`src/rtl/regfile_arb_pkg.sv`:
```
// Shared types and constants for the register-file write-port arbiter.
package regfile_arb_pkg;

  typedef enum logic [0:0] {
    IDLE  = 1'b0,
    WRITE = 1'b1
  } arb_state_t;

  localparam int DEF_AW = 5;
  localparam int DEF_DW = 32;

  typedef struct packed {
    logic [DEF_AW-1:0] addr;
    logic [DEF_DW-1:0] data;
  } wr_req_t;

  // Round-robin successor of a requester index, wrapping at n.
  function automatic int rr_next(input int idx, input int n);
    return (idx + 1 >= n) ? 0 : idx + 1;
  endfunction

endpackage

```
`src/rtl/rr_pick.sv`:
```
// Combinational round-robin picker: first valid requester at or after ptr, as one-hot and index.
module rr_pick #(
  parameter int NREQ = 2,
  parameter int PW   = 1
) (
  input  logic [NREQ-1:0] valid,
  input  logic [PW-1:0]   ptr,
  output logic [NREQ-1:0] onehot,
  output logic [PW-1:0]   idx
);

  // Scan NREQ positions starting at ptr; the first valid one wins.
  always_comb begin
    logic          found;
    logic [PW-1:0] cand;
    onehot = '0;
    idx    = '0;
    found  = 1'b0;
    cand   = '0;
    for (int k = 0; k < NREQ; k++) begin
      cand = PW'((int'(ptr) + k) % NREQ);
      if (!found && valid[cand]) begin
        found        = 1'b1;
        onehot[cand] = 1'b1;
        idx          = cand;
      end else begin
        found = found;
      end
    end
  end

endmodule

```
`src/rtl/regfile_write_arbiter.sv`:
```
// Round-robin sharing of the regfile write port (we3/wa3/wd3) among NREQ writeback requesters.
// Optional macro REGFILE_ARB_ZERO_REG_EN: writes to address 0 are acknowledged but dropped.
module regfile_write_arbiter
  import regfile_arb_pkg::*;
#(
  parameter int NREQ = 2,
  parameter int AW   = DEF_AW,
  parameter int DW   = DEF_DW
) (
  input  logic             clock,
  input  logic             reset_n,
  input  logic             hold,
  input  logic [NREQ-1:0]  req_valid,
  input  logic [NREQ*AW-1:0] req_addr,
  input  logic [NREQ*DW-1:0] req_data,
  output logic [NREQ-1:0]  req_ready,
  output logic             we3,
  output logic [AW-1:0]    wa3,
  output logic [DW-1:0]    wd3,
  output logic [15:0]      write_count
);

  localparam int PW = (NREQ > 1) ? $clog2(NREQ) : 1;

  arb_state_t      state_r;
  arb_state_t      state_next_s;
  logic [PW-1:0]   rr_ptr_r;
  logic [PW-1:0]   ptr_next_s;
  logic [PW-1:0]   pick_idx_s;
  logic [NREQ-1:0] pick_onehot_s;
  logic            grant_s;
  logic            issue_s;
  logic            we3_s;
  logic [AW-1:0]   sel_addr_s;
  logic [DW-1:0]   sel_data_s;
  logic [AW-1:0]   wa3_r;
  logic [DW-1:0]   wd3_r;
  logic [15:0]     count_r;

  rr_pick #(
    .NREQ (NREQ),
    .PW   (PW)
  ) u_rr_pick (
    .valid  (req_valid),
    .ptr    (rr_ptr_r),
    .onehot (pick_onehot_s),
    .idx    (pick_idx_s)
  );

  // Grant decode and selection of the winning requester's address/data.
  always_comb begin
    grant_s    = reset_n & ~hold & (|req_valid);
    sel_addr_s = req_addr[int'(pick_idx_s)*AW +: AW];
    sel_data_s = req_data[int'(pick_idx_s)*DW +: DW];
    ptr_next_s = PW'(rr_next(int'(pick_idx_s), NREQ));
    if (grant_s) begin
      req_ready = pick_onehot_s;
    end else begin
      req_ready = '0;
    end
`ifdef REGFILE_ARB_ZERO_REG_EN
    issue_s = grant_s & (sel_addr_s != '0);
`else
    issue_s = grant_s;
`endif
  end

  // FSM state register.
  always_ff @(posedge clock) begin
    if (!reset_n) begin
      state_r <= IDLE;
    end else begin
      state_r <= state_next_s;
    end
  end

  // FSM next state: WRITE follows every cycle that registers a write.
  always_comb begin
    case (state_r)
      IDLE:    state_next_s = issue_s ? WRITE : IDLE;
      WRITE:   state_next_s = issue_s ? WRITE : IDLE;
      default: state_next_s = IDLE;
    endcase
  end

  // FSM output: reset_n gates we3 so a write captured just before reset never commits.
  always_comb begin
    case (state_r)
      WRITE:   we3_s = reset_n;
      IDLE:    we3_s = 1'b0;
      default: we3_s = 1'b0;
    endcase
  end

  // Write-port datapath, round-robin pointer and saturating write counter.
  always_ff @(posedge clock) begin
    if (!reset_n) begin
      wa3_r    <= '0;
      wd3_r    <= '0;
      rr_ptr_r <= '0;
      count_r  <= 16'd0;
    end else begin
      if (issue_s) begin
        wa3_r <= sel_addr_s;
        wd3_r <= sel_data_s;
      end
      if (grant_s) begin
        rr_ptr_r <= ptr_next_s;
      end
      if (we3_s && (count_r != 16'hFFFF)) begin
        count_r <= count_r + 16'd1;
      end
    end
  end

  assign we3         = we3_s;
  assign wa3         = wa3_r;
  assign wd3         = wd3_r;
  assign write_count = count_r;

endmodule

```
`config.mk`:
```
export PLATFORM = sky130hd
export DESIGN_NAME = regfile_write_arbiter
export DESIGN_NICKNAME = d
export VERILOG_FILES = /design/src/rtl/regfile_arb_pkg.sv /design/src/rtl/rr_pick.sv /design/src/rtl/regfile_write_arbiter.sv
export SDC_FILE = /design/constraint.sdc
export NUM_CORES = 1
export LEC_CHECK = 0
export ABC_AREA = 1
export CAP_MARGIN = 15
export CORE_MARGIN = 2
export CORE_UTILIZATION = 40
export DETAILED_ROUTE_END_ITERATION = 12
export GPL_ROUTABILITY_DRIVEN = 0
export PLACE_DENSITY = 0.89
export SLEW_MARGIN = 20
export SYNTH_ARGS = -nofsm -noshare
export SYNTH_HDL_FRONTEND = slang
export SYNTH_HIERARCHICAL = 1
export SYNTH_SLANG_ARGS = --single-unit
```
`constraint.sdc`:
```
create_clock -name clock -period 2.61 [get_ports clock]
set_input_delay 0.3915 -clock clock [delete_from_list [all_inputs] [get_ports clock]]
set_output_delay 0.3915 -clock clock [all_outputs]
set_load 0.02 [all_outputs]
```
* After elaboration in Yosys (flattened, before gate mapping) *
Cells that the tools add are included.

operators by class
  add/sub/neg operators = 3
  multipliers = 1
  magnitude comparators = 5
  eq/ne operators = 1
  shift-type cells = 2
  muxes and demuxes = 17
  bitwise gates (word level) = 5
  reduce and logical (&&, ||, !) cells = 6

operator list
  cell                                                                   count
  64-bit by 7-bit variable part select with 32-bit output                1
  16-bit by 1-bit adder with 16-bit output (second input constant)       1
  16-bit inequality test (second input constant)                         1
  1-bit two-way mux                                                      11
  10-bit by 5-bit variable part select with 5-bit output                 1
  2-bit two-way mux                                                      3
  1-bit logical AND                                                      4
  1-bit by 2-bit < comparator with 1-bit output (second input constant)  2
  1-bit by 3-bit multiplier with 4-bit output (second input constant)    1
  1-bit by 1-bit adder with 2-bit output (second input constant)         1
  1-bit AND                                                              2
  1-bit demux with 1-bit select                                          2
  1-bit greater-or-equal comparator (second input constant)              2
  2-bit greater-or-equal comparator (second input constant)              1
  1-bit NOT                                                              2
  2-bit bitwise OR                                                       1
  1-bit case mux with 2 select lines                                     1
  2-bit OR reduction                                                     1
  1-bit adder (second input constant)                                    1
  1-bit logical NOT                                                      1

word-level totals
  register bits after elaboration = 55
  input port bits = 79
  output and inout bits = 56
  word-level logic and storage cells = 45

* Depth between registers and ports, before layout *
  depth after elaboration = 9
  gate-level depth with buffers = 9
  mapped depth without buffers = 9

* Cells and area by module *
Netlist, hierarchy kept.

modules (own cells, without submodules)
  module                 times used  cells each  area each (sq um)  seq. area each (sq um)
  regfile_write_arbiter  1           381         2,537.4            1,101.1
  rr_pick                1           5           28.8               0.0

* Worst setup path before layout *
No wires, ideal clock.

  kind = input-to-output
  start point = in reset_n
  end point = out req_ready[0]
  arrival = 1,243 ps
  data required time = 2,219 ps
  slack = 975 ps
  cell stages on the path = 5
  buffers on the path = 1
  cells stage by stage = inv_2 -> nor3_2 -> buf_2 -> inv_1 -> nor2_1

between the ends
  longest elaborated chain between the ends = 3

RTL lines
  element                 RTL line                     text
  from (decl)             regfile_write_arbiter.sv:11  input logic reset_n,
  1-bit AND (2 in a row)  regfile_write_arbiter.sv:52  grant_s = reset_n & ~hold & (|req_valid);
  2-bit two-way mux       regfile_write_arbiter.sv:56  if (grant_s) begin
  to (decl)               regfile_write_arbiter.sv:16  output logic [NREQ-1:0] req_ready,

No other way between the ends.

* Final worst setup path *
Ends and elaborated chain as after synthesis.

==> flow_summary.yaml <==
floorplanning:
  start_util: 0.4088
  dieArea_sq_um: 7072
  core_sq_um: 6277
  std_cell_rows: 29
  die_h_um: 84.10
  ios: 135
  die_w_um: 84.10
synth:
  yosysWarnings: 6
  synthesis.nets: 466
  netlist-cell-type-count: 19
  syn_avg_cell_area_sq_um: 6.648
  syn_inst: 386
  yosys.area.top_type: "dfxtp_1"
  ys_top_cells_by_area: "dfxtp_1, nand2_1, a31oi_1"
  postSynth.asyncResetShare: 0
  yosysMostFrequentCell: "nand2_1"
  ys_top_cells_by_count: "nand2_1, dfxtp_1, nor2_1"
  synth_top_area_frac: 0.4291
  ys_seq_elements: 55
  synthFlopType: "dfxtp_1"
  synth-edff-count: 0
  ys_seq_area_frac: 0.4291
  syn_area_sq_um: 2566
setup_path:
  cp_max_fo: 5
  worst_ep_arrival_time_ns: 2.08
  startpoint_type: "input pin"
  path_cells: "clkdlybuf4s50_1 > inv_2 > nor3_4 > inv_1 > nor2_1 > clkdlybuf4s50_1"
  worstSetupEndpointType: "output port"
  critPathSlowestCell: "clkdlybuf4s50_1"
  path_buf_inv: 4
  criticalPathCategory: "in2out"
  cp_common_cell: "clkdlybuf4s50_1"
  cp.required_ns: 2.22
  crit_family: "buffers and inverters"
  slowest_delay_ns: 0.66
clock_network:
  cts-htree-levels: 2
  numCtsBuffers: 5
  cts_tree: "built"
  cts_max_path_buffers: 2
  cts.sinks: 55
  ctsHoldBuffers: 0
  clk_pin_slew_worst_paths_ns: 0.09
  clk_latency_ns: 0.29
  post_cts_resized: 0
  root_buffer: "clkbuf_8"
  post_cts_buffers: 0
detailed_routing:
  vias: 2999
  vias_per_cell: 5.100
  dr.pass1.iters: 4
  drc: 0
  ant_nets: 0
  wl_per_cell_um: 12.96
  routed_wl_mm: 7.620
  dr.first_iter.drc_count: 145
sta:
  skew_ns: 0.004259
  finalCritPeriodShare: 0.9476
  setup_tns_ns: 0
  hold_viol_final: 0
  tightest_slew_ns: 0.6348
  slew_violations: 0
  whs_ns: 0.5170
  fmax_mhz: 404.3
  layout_min_cycle_time_ns: 2.473
  relSlewSlack: 0.5768
  rsz0062_at_grt: "no"
  setup_viol: 0
layout:
  drive_above_1_share: 0.02935
  num-fill-cells: 546
  n_antenna_cell: 0
  area_growth_pct: 58.26
  nNetsFinal: 591
outcome:
  outcome: "completed"
grt:
  grt_max_degree: 78
  grt_pass1_wl_mm: 12.74
  track_usage: 0.2162
  first_global_vias: 2974
  overflow: 0
  antenna_found_initial: 0
place:
  dp_hpwl_mm: 5.625
  portBuffers: 134
power:
  irDropWorstVdd_uv: 328.6
  power_leakage_nw: 1.556
  p_per_area_nw_per_um2: 450.2
run:
  maxCapViolations: 0
min_path:
  hold_path.class: "reg2reg"
-- placed cells by master, fill, tap and decap left out --
| cell | synthesis | layout |
|---|---|---|
| clkdlybuf4s50_1 | 0 | 134 |
| nand2_1 | 129 | 129 |
| dfxtp_1 | 55 | 55 |
| nor2_1 | 46 | 46 |
| a31oi_1 | 37 | 37 |
| o21ai_0 | 36 | 36 |
| inv_1 | 21 | 21 |
| nand3_1 | 14 | 14 |
| a21oi_1 | 12 | 11 |
| o21ai_1 | 5 | 5 |
| clkbuf_8 | 0 | 5 |
| nand4_1 | 4 | 4 |
| buf_4 | 0 | 4 |
| inv_2 | 2 | 2 |
| nor3_4 | 0 | 1 |
| nor3_1 | 1 | 1 |
| and2_1 | 1 | 1 |
| ha_1 | 1 | 1 |
| clkbuf_1 | 11 | 1 |
| bufinv_16 | 0 | 1 |
| a21boi_2 | 1 | 1 |
| a21oi_2 | 0 | 1 |
-- flip-flops by register name, summed over array words and instances (netlist names) --
name and cells:
write_count 16, wa3 5, wd3 32, state_r 1, rr_ptr_r 1
-- report_power, final --
group / internal [mW] / total [mW] / switching (mW)
Clock: 0.282 / 0.539 / 0.257
Combinational: 0.209 / 0.390 / 0.181
Sequential: 0.879 / 0.899 / 0.0203
-- path summary, 6_finish.rpt --
kind | from | end | slack [ns] | depth (start not counted)
hold / removal | write_count[1] | write_count[1] | 0.52 | 2
setup reg to reg | write_count[1] | write_count[9] | 0.92 | 8
hold reg to reg | write_count[1] | write_count[1] | 0.52 | 2
setup / recovery | reset_n | req_ready[0] | 0.14 | 6
-- final cells by class --
cell class,instances,area (sq um),area share
Clock buffer,6,72.57,0.01787
Timing Repair Buffer,138,1371,0.3376
Clock inverter,1,30.03,0.007394
Inverter,23,86.33,0.02126
Tap cell,77,96.34,0.02372
Multi-Input combinational cell,288,1304,0.3210
Sequential cell,55,1101,0.2711
-- cells by family (layout without fill, tap and decap cells) --
logic type               Yosys count  after routing  share of synthesized area
AND/OR/NAND/NOR                  196            196                     0.3013
AO/OA/AOI/OAI                     91             91                     0.1979
adder cells (fa/ha/maj)            1              1                   0.004875
buffers and inverters             43            168                    0.06680
flip-flops                        55             55                     0.4291
-- metrics by stage --
step / cells / utilization / setup WS, ns / power (mW) / cell area (sq um)
after CTS: 588 / 0.6470 / 0.1299 / 1.848 / 4061
after floorplan: 386 / - / 0.9755 / 1.081 / 2566
after global routing: 588 / 0.6470 / 0.06423 / 1.911 / 4061
after detailed placement: 581 / 0.6307 / 0.1424 / 1.309 / 3959
after global placement: 581 / 0.6307 / 0.2526 / 1.300 / 3959
final: 588 / 0.6470 / 0.1369 / 1.828 / 4061
-- routing by layer --
| metal | track usage | wire length (um) |
|---|---|---|
| met1 | 0.2347 | 2986 |
| met2 | 0.3889 | 3808 |
| met3 | 0.07418 | 710 |
| met4 | 0.07331 | 114 |
| met5 | 0 | 0 |
-- worst register-to-register path, cell delays in order, from the launching register on --
cell	delay, ns
dfxtp_1	0.38
ha_1	0.18
inv_1	0.05
nor2_1	0.28
nand4_1	0.40
nand2_1	0.15
nand2_1	0.06
nand2_1	0.06
nor2_1	0.04
Power figures use the tool's default switching activity.
